==> src/rtl/bin_col_buf_pkg.sv <==
// Shared types and helpers for the binary column buffer: column geometry,
// FSM encoding and the row-existence mask used for top-of-frame padding.
package bin_col_buf_pkg;

  localparam int COL_H = 5;
  localparam int HIST  = COL_H - 1;

  typedef enum logic [1:0] {
    IDLE = 2'd0,
    FILL = 2'd1,
    RUN  = 2'd2,
    DONE = 2'd3
  } state_t;

  // Bit k is set when row y-k lies inside the frame (k <= y).
  function automatic logic [COL_H-1:0] pad_mask(input logic [31:0] y);
    logic [COL_H-1:0] m;
    m = {COL_H{1'b0}};
    for (int k = 0; k < COL_H; k++) begin
      m[k] = (y >= 32'(k));
    end
    return m;
  endfunction

endpackage

==> src/rtl/bin_col_buffer5_ram.sv <==
// Simple dual-port line RAM, synchronous read and write; kept on its own so
// block-RAM inference is not disturbed by the surrounding control logic.
module bin_line_ram #(
  parameter int DEPTH = 640,
  parameter int WIDTH = 4,
  parameter int AW    = 10
) (
  input  logic             clk,
  input  logic             wr_en,
  input  logic [AW-1:0]    wr_addr,
  input  logic [WIDTH-1:0] wr_data,
  input  logic             rd_en,
  input  logic [AW-1:0]    rd_addr,
  output logic [WIDTH-1:0] rd_data
);

  logic [WIDTH-1:0] mem_r [DEPTH];

  // Storage array and registered read port; no reset so it maps onto block RAM.
  always_ff @(posedge clk) begin
    if (wr_en) begin
      mem_r[wr_addr] <= wr_data;
    end
    if (rd_en) begin
      rd_data <= mem_r[rd_addr];
    end
  end

endmodule

==> src/rtl/bin_col_buffer5.sv <==
// Line-buffered 5-row column generator for the 1-bit pixel path.
// Optional macro BIN_COL_BUF_PAD_ONES_EN: pad rows above the frame top with 1s instead of 0s.
module bin_col_buffer5
  import bin_col_buf_pkg::*;
#(
  parameter int IMG_W = 640,
  parameter int IMG_H = 480,
  parameter int X_W   = 10,
  parameter int Y_W   = 9
) (
  input  logic           clk,
  input  logic           rst,
  input  logic           frame_start,
  input  logic           pix_valid,
  input  logic           pix_in,
  output logic [4:0]     col_out,
  output logic           col_valid,
  output logic [X_W-1:0] col_x,
  output logic [Y_W-1:0] col_y,
  output logic           win_full,
  output logic           frame_done
);

  state_t           state_r, state_s, base_s;
  logic [X_W-1:0]   x_r, x_s, acc_x_s;
  logic [Y_W-1:0]   y_r, y_s, acc_y_s;
  logic             accept_s, line_end_s, frame_end_s;

  logic             s1_valid_r, s1_pix_r, s1_last_r;
  logic [X_W-1:0]   s1_x_r;
  logic [Y_W-1:0]   s1_y_r;

  logic [HIST-1:0]  ram_rd_s;
  logic [COL_H-1:0] col_raw_s, mask_s, col_pad_s;

  logic [4:0]       col_out_r;
  logic             col_valid_r, win_full_r, frame_done_r;
  logic [X_W-1:0]   col_x_r;
  logic [Y_W-1:0]   col_y_r;

  // Acceptance, counter advance and FSM next state; frame_start restarts at (0,0) in any state.
  always_comb begin
    base_s      = frame_start ? FILL : state_r;
    acc_x_s     = frame_start ? {X_W{1'b0}} : x_r;
    acc_y_s     = frame_start ? {Y_W{1'b0}} : y_r;
    accept_s    = pix_valid && ((base_s == FILL) || (base_s == RUN));
    line_end_s  = (acc_x_s == X_W'(IMG_W - 1));
    frame_end_s = line_end_s && (acc_y_s == Y_W'(IMG_H - 1));
    x_s         = acc_x_s;
    y_s         = acc_y_s;
    state_s     = base_s;
    if (accept_s) begin
      if (line_end_s) begin
        x_s = {X_W{1'b0}};
        y_s = acc_y_s + Y_W'(1);
      end else begin
        x_s = acc_x_s + X_W'(1);
        y_s = acc_y_s;
      end
    end else begin
      x_s = acc_x_s;
      y_s = acc_y_s;
    end
    case (base_s)
      IDLE: state_s = IDLE;
      FILL: begin
        if (accept_s && line_end_s && (acc_y_s == Y_W'(HIST - 1))) begin
          state_s = RUN;
        end else begin
          state_s = FILL;
        end
      end
      RUN: begin
        if (accept_s && frame_end_s) begin
          state_s = DONE;
        end else begin
          state_s = RUN;
        end
      end
      DONE:    state_s = DONE;
      default: state_s = IDLE;
    endcase
  end

  // FSM state and pixel position counters.
  always_ff @(posedge clk or posedge rst) begin
    if (rst) begin
      state_r <= IDLE;
      x_r     <= {X_W{1'b0}};
      y_r     <= {Y_W{1'b0}};
    end else begin
      state_r <= state_s;
      x_r     <= x_s;
      y_r     <= y_s;
    end
  end

  // Stage 1: hold the accepted pixel and its position while the RAM read completes.
  always_ff @(posedge clk or posedge rst) begin
    if (rst) begin
      s1_valid_r <= 1'b0;
      s1_pix_r   <= 1'b0;
      s1_last_r  <= 1'b0;
      s1_x_r     <= {X_W{1'b0}};
      s1_y_r     <= {Y_W{1'b0}};
    end else begin
      s1_valid_r <= accept_s;
      if (accept_s) begin
        s1_pix_r  <= pix_in;
        s1_last_r <= frame_end_s;
        s1_x_r    <= acc_x_s;
        s1_y_r    <= acc_y_s;
      end
    end
  end

  // Write-back shifts the new pixel into the history word one cycle after its read.
  bin_line_ram #(
    .DEPTH (IMG_W),
    .WIDTH (HIST),
    .AW    (X_W)
  ) u_line_ram (
    .clk     (clk),
    .wr_en   (s1_valid_r),
    .wr_addr (s1_x_r),
    .wr_data ({ram_rd_s[HIST-2:0], s1_pix_r}),
    .rd_en   (accept_s),
    .rd_addr (acc_x_s),
    .rd_data (ram_rd_s)
  );

  // Hide rows above the frame top; stale RAM contents never reach the output.
  always_comb begin
    col_raw_s = {ram_rd_s, s1_pix_r};
    mask_s    = pad_mask(32'(s1_y_r));
`ifdef BIN_COL_BUF_PAD_ONES_EN
    col_pad_s = col_raw_s | ~mask_s;
`else
    col_pad_s = col_raw_s & mask_s;
`endif
  end

  // Output register; column data and position hold while no column is emitted.
  always_ff @(posedge clk or posedge rst) begin
    if (rst) begin
      col_out_r    <= 5'd0;
      col_valid_r  <= 1'b0;
      col_x_r      <= {X_W{1'b0}};
      col_y_r      <= {Y_W{1'b0}};
      win_full_r   <= 1'b0;
      frame_done_r <= 1'b0;
    end else begin
      col_valid_r  <= s1_valid_r;
      win_full_r   <= s1_valid_r && (s1_y_r >= Y_W'(HIST));
      frame_done_r <= s1_valid_r && s1_last_r;
      if (s1_valid_r) begin
        col_out_r <= col_pad_s;
        col_x_r   <= s1_x_r;
        col_y_r   <= s1_y_r;
      end
    end
  end

  assign col_out    = col_out_r;
  assign col_valid  = col_valid_r;
  assign col_x      = col_x_r;
  assign col_y      = col_y_r;
  assign win_full   = win_full_r;
  assign frame_done = frame_done_r;

endmodule

==> config.mk <==
export PLATFORM = sky130hd
export DESIGN_NAME = bin_col_buffer5
export DESIGN_NICKNAME = d
export VERILOG_FILES = /design/src/rtl/bin_col_buf_pkg.sv /design/src/rtl/bin_col_buffer5_ram.sv /design/src/rtl/bin_col_buffer5.sv
export SDC_FILE = /design/constraint.sdc
export NUM_CORES = 2
export LEC_CHECK = 0
export BUFFER_PORTS_ARGS = -buffer_cell sky130_fd_sc_hd__buf_4
export CAP_MARGIN = 10
export CORE_ASPECT_RATIO = 1.75
export CORE_MARGIN = 2
export CORE_UTILIZATION = 60
export DETAILED_ROUTE_END_ITERATION = 12
export PLACE_DENSITY_LB_ADDON = 0.08
export REMOVE_ABC_BUFFERS = 1
export SYNTH_ARGS = -nofsm -noshare
export SYNTH_HDL_FRONTEND = slang
export SYNTH_HIERARCHICAL = 1
export SYNTH_SLANG_ARGS = --single-unit
==> constraint.sdc <==
create_clock -name clk -period 24.4 [get_ports clk]
set_input_delay 2.44 -clock clk [delete_from_list [all_inputs] [get_ports clk]]
set_output_delay 2.44 -clock clk [all_outputs]
set_load 0.01 [all_outputs]
# After elaboration in Yosys (flattened, before gate mapping)

Memory sizes are Yosys's and may differ from the RTL's. A register that Yosys moved wholly into a read port is not among the register bits.
Index checks and enable logic that the tools add are counted.

Shifts and indexed selects: 0
Reductions and logical operators: 9
Divide/modulo/power cells: 0
Bitwise operators: 1
Multiplexer cells: 12
$add $sub $neg: 2
Multipliers: 0
Equality and inequality tests: 6
Order comparisons: 5

Operators by type and width:

| operator                                            | number |
|---|---|
| two-way mux 10 bit                                  | 3 |
| two-way mux 9 bit                                   | 3 |
| >= comparator 9 x 2 -> 1 bit, second input constant | 2 |
| >= comparator 9 x 3 -> 1 bit, second input constant | 2 |
| adder 10 x 1 -> 10 bit, second input constant       | 1 |
| == test 10 bit, second input constant               | 1 |
| adder 9 x 1 -> 9 bit, second input constant         | 1 |
| == test 9 x 2 -> 1 bit, second input constant       | 1 |
| == test 9 bit, second input constant                | 1 |
| >= comparator 9 x 1 -> 1 bit, second input constant | 1 |
| one-hot mux 2 bit (4 select lines)                  | 1 |
| logical AND 1 bit                                   | 7 |
| AND 5 bit                                           | 1 |
| == test 2 bit, second input constant                | 2 |
| two-way mux 2 bit                                   | 2 |
| two-way mux 1 bit                                   | 3 |
| == test 2 x 1 -> 1 bit, second input constant       | 1 |
| zero test 2 bit                                     | 1 |
| logical OR 1 bit                                    | 1 |

Bits in read-only memories: 0
Output and inout port bits: 27
Bits in writable memories: 2560
Memories kept: 1
Register bits: 70
Bits in latches: 0
Input port bits: 5
Word-level logic and storage cells: 50

Memories:

| name             | words | bits a word | read ports | clocked after Yosys merged registers in | write ports | RTL line                  | RTL |
|---|---|---|---|---|---|---|---|
| u_line_ram.mem_r | 640   | 4           | 1          | 1                                       | 1           | bin_col_buffer5_ram.sv:17 | `logic [WIDTH-1:0] mem_r [DEPTH];` |

# Logic depth before layout (Yosys ltp)

Depth in word-level cells: 8
Mapped depth: 17
Gate-level depth less buffers: 9

# Modules after synthesis

The synthesis kept the hierarchy.

By module, submodules not included:

| module          | area an instance (um^2) | cells each | instances | sequential area each (um^2) |
|---|---|---|---|---|
| bin_line_ram    | 101095.7                | 5062       | 1         | 76993.8 |
| bin_col_buffer5 | 3133.0                  | 287        | 1         | 1751.7 |

# Worst setup path after synthesis

Ideal clock, no wire load.

Path type: register to register
Start: register u_line_ram.rd_data[2] (read register of u_line_ram.mem_r)
End: memory u_line_ram.mem_r[0][3], data pin
Buffers on the path: 0
Period minus slack after synthesis: 9.385 ns
Library setup time: 1.747 ns
Data arrival time: 7.638 ns
Path slack: 15.015 ns
Data required time: 22.653 ns
Stages on the path, launching flop included: 1
Cell sequence: edfxtp_1

RTL lines:

| element     | RTL line                  | RTL |
|---|---|---|
| from (decl) | bin_col_buffer5_ram.sv:14 | `output logic [WIDTH-1:0] rd_data` |
| to (decl)   | bin_col_buffer5_ram.sv:17 |  |

No word-level cell before the write port.

# Final worst setup path

Start: input port frame_start
End: register u_line_ram.rd_data[2] (read register of u_line_ram.mem_r), data pin

Elaborated cells between the ends (all ways): 6
Those cells by class: 2 x eq/ne; 2 x mux; 2 x reduce/logical

RTL lines:

| element            | RTL line              | RTL |
|---|---|---|
| from (decl)        | bin_col_buffer5.sv:13 | `input logic frame_start,` |
| two-way mux 10 bit | bin_col_buffer5.sv:44 | `acc_x_s = frame_start ? {X_W{1'b0}} : x_r;` |
| via acc_x_s[0]     | bin_col_buffer5.sv:25 | `logic [X_W-1:0] x_r, x_s, acc_x_s;` |

The timed path passes the listed nets, and every way through them passes these cells.
A chain may end at the register's enable or synchronous reset.

==> flow_metrics.py <==
metrics = {
    "clock_network": {
        "cts_hold_buf": 0,
        "htree_levels": 4,
        "worstSkewPairLatency_ns": 0.86,
        "cts_buffer_depth": 4,
        "clk_pin_slew_ns": 0.07,
        "cts_root_buf": "clkbuf_16",
        "cts-resized-gates": 0,
        "cts.sinks": 2634,
        "tritoncts": "built",
        "post_cts_buffers": 0,
        "numCtsBuffers": 226,
    },
    "sta": {
        "period_share": 0.292,
        "max_freq_ghz": 0.140,
        "slew_viol_final": 0,
        "slew_headroom": 0.0510,
        "worst_pin_slew_ns": 1.42,
        "finalHoldViolations": 0,
        "setup_violations": 0,
        "fin_crit_ns": 7.13,
        "fin_skew_ns": 0.0289,
        "setup_ws_ns": 17.27,
        "rsz0062_at_grt": "false",
    },
    "worst_setup_path": {
        "crit_path_max_fanout": 89,
        "path_delay_family": "buffers and inverters",
        "r2r_cells": 11,
        "slowest_stage": "buf_4",
        "start_kind": "input pin",
        "crit_path_max_incr_delay_ns": 0.70,
        "endpoint_kind": "flop",
        "crit_chain": "buf_4, nand2b_1, inv_8, buf_4, buf_4, buf_12, mux4_2, mux2i_1, a311oi_1, a41o_1, o221ai_1, o211ai_1",
        "cp_num_cells": 12,
        "r2r-start": "x_r[0]$_DFF_PP0_",
        "crit_top_cell": "buf_4",
        "crit_buf_inv": 5,
        "r2r-end": "u_line_ram/rd_data[2]$_DFFE_PP_",
        "path_class": "input pin to flop",
        "r2r_slack_ns": 18.88,
        "worstPathRequired_ns": 24.99,
        "worst_ep_arrival_time_ns": 7.72,
    },
    "worst_hold_path": {
        "hold_class": "flop to flop",
        "min_from": "s1_last_r$_DFFE_PP0N_",
        "holdPathEnd": "s1_last_r$_DFFE_PP0N_",
        "whs_path_depth": 2,
    },
    "yosys": {
        "yosysTopAreaCell": "edfxtp_1",
        "seq_area_frac_synth": 0.756,
        "synthDistinctLibCells": 79,
        "synth_area_sq_um": 104000,
        "yosysWarnings": 6,
        "synth_top_area_share": 0.739,
        "syn_inst": 5349,
        "synth-seq-cells": 2634,
        "synth_flop_cell": "edfxtp_1",
        "synth.area.top_cells": "edfxtp_1 74%, mux4_2 13%, nor2_1 2.5%",
        "synth_edf_count": 2564,
        "synthArstFlopShare": 0.0266,
        "syn_area_per_cell_sq_um": 19.5,
    },
    "floorplan": {
        "ios": 32,
        "rows": 202,
        "start_util": 0.603,
        "fp.coreArea_sq_um": 173000,
        "fp.dieArea_sq_um": 177000,
        "chipWidth_um": 319,
        "die_h_um": 555,
    },
    "job": {
        "maxCapViolations": 0,
    },
    "drt": {
        "initialDrtViolationCount": 7053,
        "drtPass1Iterations": 7,
        "drt-total-wl_um": 286000,
        "route.detailed.drc": 0,
        "vias": 53816,
        "ant_nets": 0,
        "viasPerCell": 6.88,
        "wire_per_inst_um": 36.6,
    },
    "final_layout": {
        "finalNetCount": 5397,
        "fin_util": 0.661,
        "final_layout_size_suffix_gt1_frac": 0.223,
        "layout.area.seq_sq_um": 78800,
        "fill_cells": 11401,
        "area_growth_pct": 9.71,
        "multiInputGateArea_sq_um": 23900,
    },
    "placed_design": {
        "dp_worst_setup_slack_ns": 16.32,
        "numPortBuffers": 31,
        "globalplace.congestion": 0.895,
        "hpwl_um": 172000,
    },
    "global_routing": {
        "grt_usage": 0.326,
        "grt_pass1_wl_um": 403000,
        "grt_max_degree": 253,
        "antenna_found_initial": 16,
        "grt_pass1_vias": 54870,
        "overflow": 0,
    },
    "pwr": {
        "powerDensity_nw_per_um2": 81.3,
        "power_leakage_nw": 34.6,
        "irDropWorstVdd_v": 0.0000636,
    },
    "outcome": {
        "outcome": "finished clean",
    },
}
layout by cell type (no fill, tap or decap), drive strengths merged, types with 38 or more instances in the layout:
cell    netlist  routed
a21oi        68      68
a22oi        94      94
buf         182     164
clkbuf      173     256
clkinv        1     104
dfrtp        70      70
edfxtp     2564    2564
mux2         65      65
mux2i        98      98
mux4        620     620
nand2       165     165
nand3        58      58
nor2        701     701
o21ai        38      38
o22ai        77      77
registers in the layout, indices dropped and copies added (netlist names), 5 cells and up:
register / cells
col_y: 9
x_r: 10
col_out: 5
y_r: 9
s1_y_r: 9
u_line_ram/mem_r: 2560
s1_x_r: 10
col_x: 10
how the worst max path moves through the flow:
| stage | start | to | slack (ns) |
|---|---|---|---|
| finish | frame_start | u_line_ram/rd_data[2]$_DFFE_PP_ | 17.27 |
| global route | frame_start | u_line_ram/rd_data[3]$_DFFE_PP_ | 16.77 |
| CTS | frame_start | u_line_ram/rd_data[2]$_DFFE_PP_ | 17.22 |
| detailed placement | frame_start | u_line_ram/rd_data[1]$_DFFE_PP_ | 16.32 |
| global placement | frame_start | u_line_ram/rd_data[3]$_DFFE_PP_ | 15.81 |
| floorplan | frame_start | u_line_ram/rd_data[3]$_DFFE_PP_ | -4.14 |
logic make-up (layout without fill, tap and decap cells):
logic type / Yosys count / in the layout / synth area share
AOI/OAI and AO/OA: 417 / 417 / 0.0276
xor gates and xnor gates: 10 / 10 / 0.000840
adders and majority gates: 6 / 6 / 0.000720
buffers and inverters: 377 / 591 / 0.0183
DFF: 2634 / 2634 / 0.756
muxes: 783 / 783 / 0.150
other: 0 / 10 / 0
and+or+nand+nor: 1122 / 1122 / 0.0466
layout make-up:
| cell class | instances | share of cell area |
|---|---|---|
| multi-input combinational | 2338 | 0.209 |
| clock buffer | 256 | 0.0508 |
| timing repair buffer | 164 | 0.0124 |
| inverter | 22 | 0.000897 |
| sequential | 2634 | 0.689 |
| antenna | 10 | 0.000219 |
| tap | 2244 | 0.0246 |
| clock inverter | 149 | 0.0138 |
cell usage after synthesis (11+ instances only):
master	count
o221ai_1	17
nand2_1	165
nand2b_1	27
a221oi_1	21
a211oi_1	14
a22oi_1	94
a31oi_1	14
buf_1	39
nor3_1	36
nor4_1	15
clkbuf_1	173
edfxtp_1	2564
nand4_1	15
nor2b_1	32
buf_6	29
nor2_1	700
dfrtp_1	70
o22ai_1	77
mux4_2	620
nand3_1	57
buf_2	60
mux2_2	65
a21oi_1	68
buf_4	54
mux2i_1	98
o21ai_0	38
or2_2	11
inv_1	20
and2_1	12
routing by layer:
layer / routed length, um / vias to the layer above / GRT usage / part of all wire
met4: 20800 / 2 / 0.205 / 0.073
met1: 95000 / 28447 / 0.392 / 0.33
met5: 18 / - / 0 / 0.000063
li1: - / 21755 / - / -
met3: 23500 / 766 / 0.0536 / 0.082
met2: 147000 / 2846 / 0.555 / 0.51
through the flow:
stage                     setup TNS, ns  total power, mW  hold WS, ns  instances  cell area (sq um)
final                                 0             9.30        0.500       7817             114000
after global routing                  0             9.53        0.528       7809             114000
after CTS                             0             9.34        0.500       7807             114000
after detailed placement              0             5.75        0.485       7402             107000
after global placement                0             5.74        0.483       7401             107000
after floorplan                  -89.09             5.95        0.441       4994             102000
power by group:
| group | switching (mW) | internal [mW] |
|---|---|---|
| Clock | 1.59 | 2.05 |
| Sequential | 0.00817 | 5.09 |
| Combinational | 0.377 | 0.183 |
| Total | 1.97 | 7.32 |
worst min-delay path: cells and delay by family, from the launching register on:
kind	cells	cell delay, ns
flops	1	0.36
compound gates	1	0.05
simple gates	1	0.05
No activity file was read; power rests on OpenSTA's default activity.
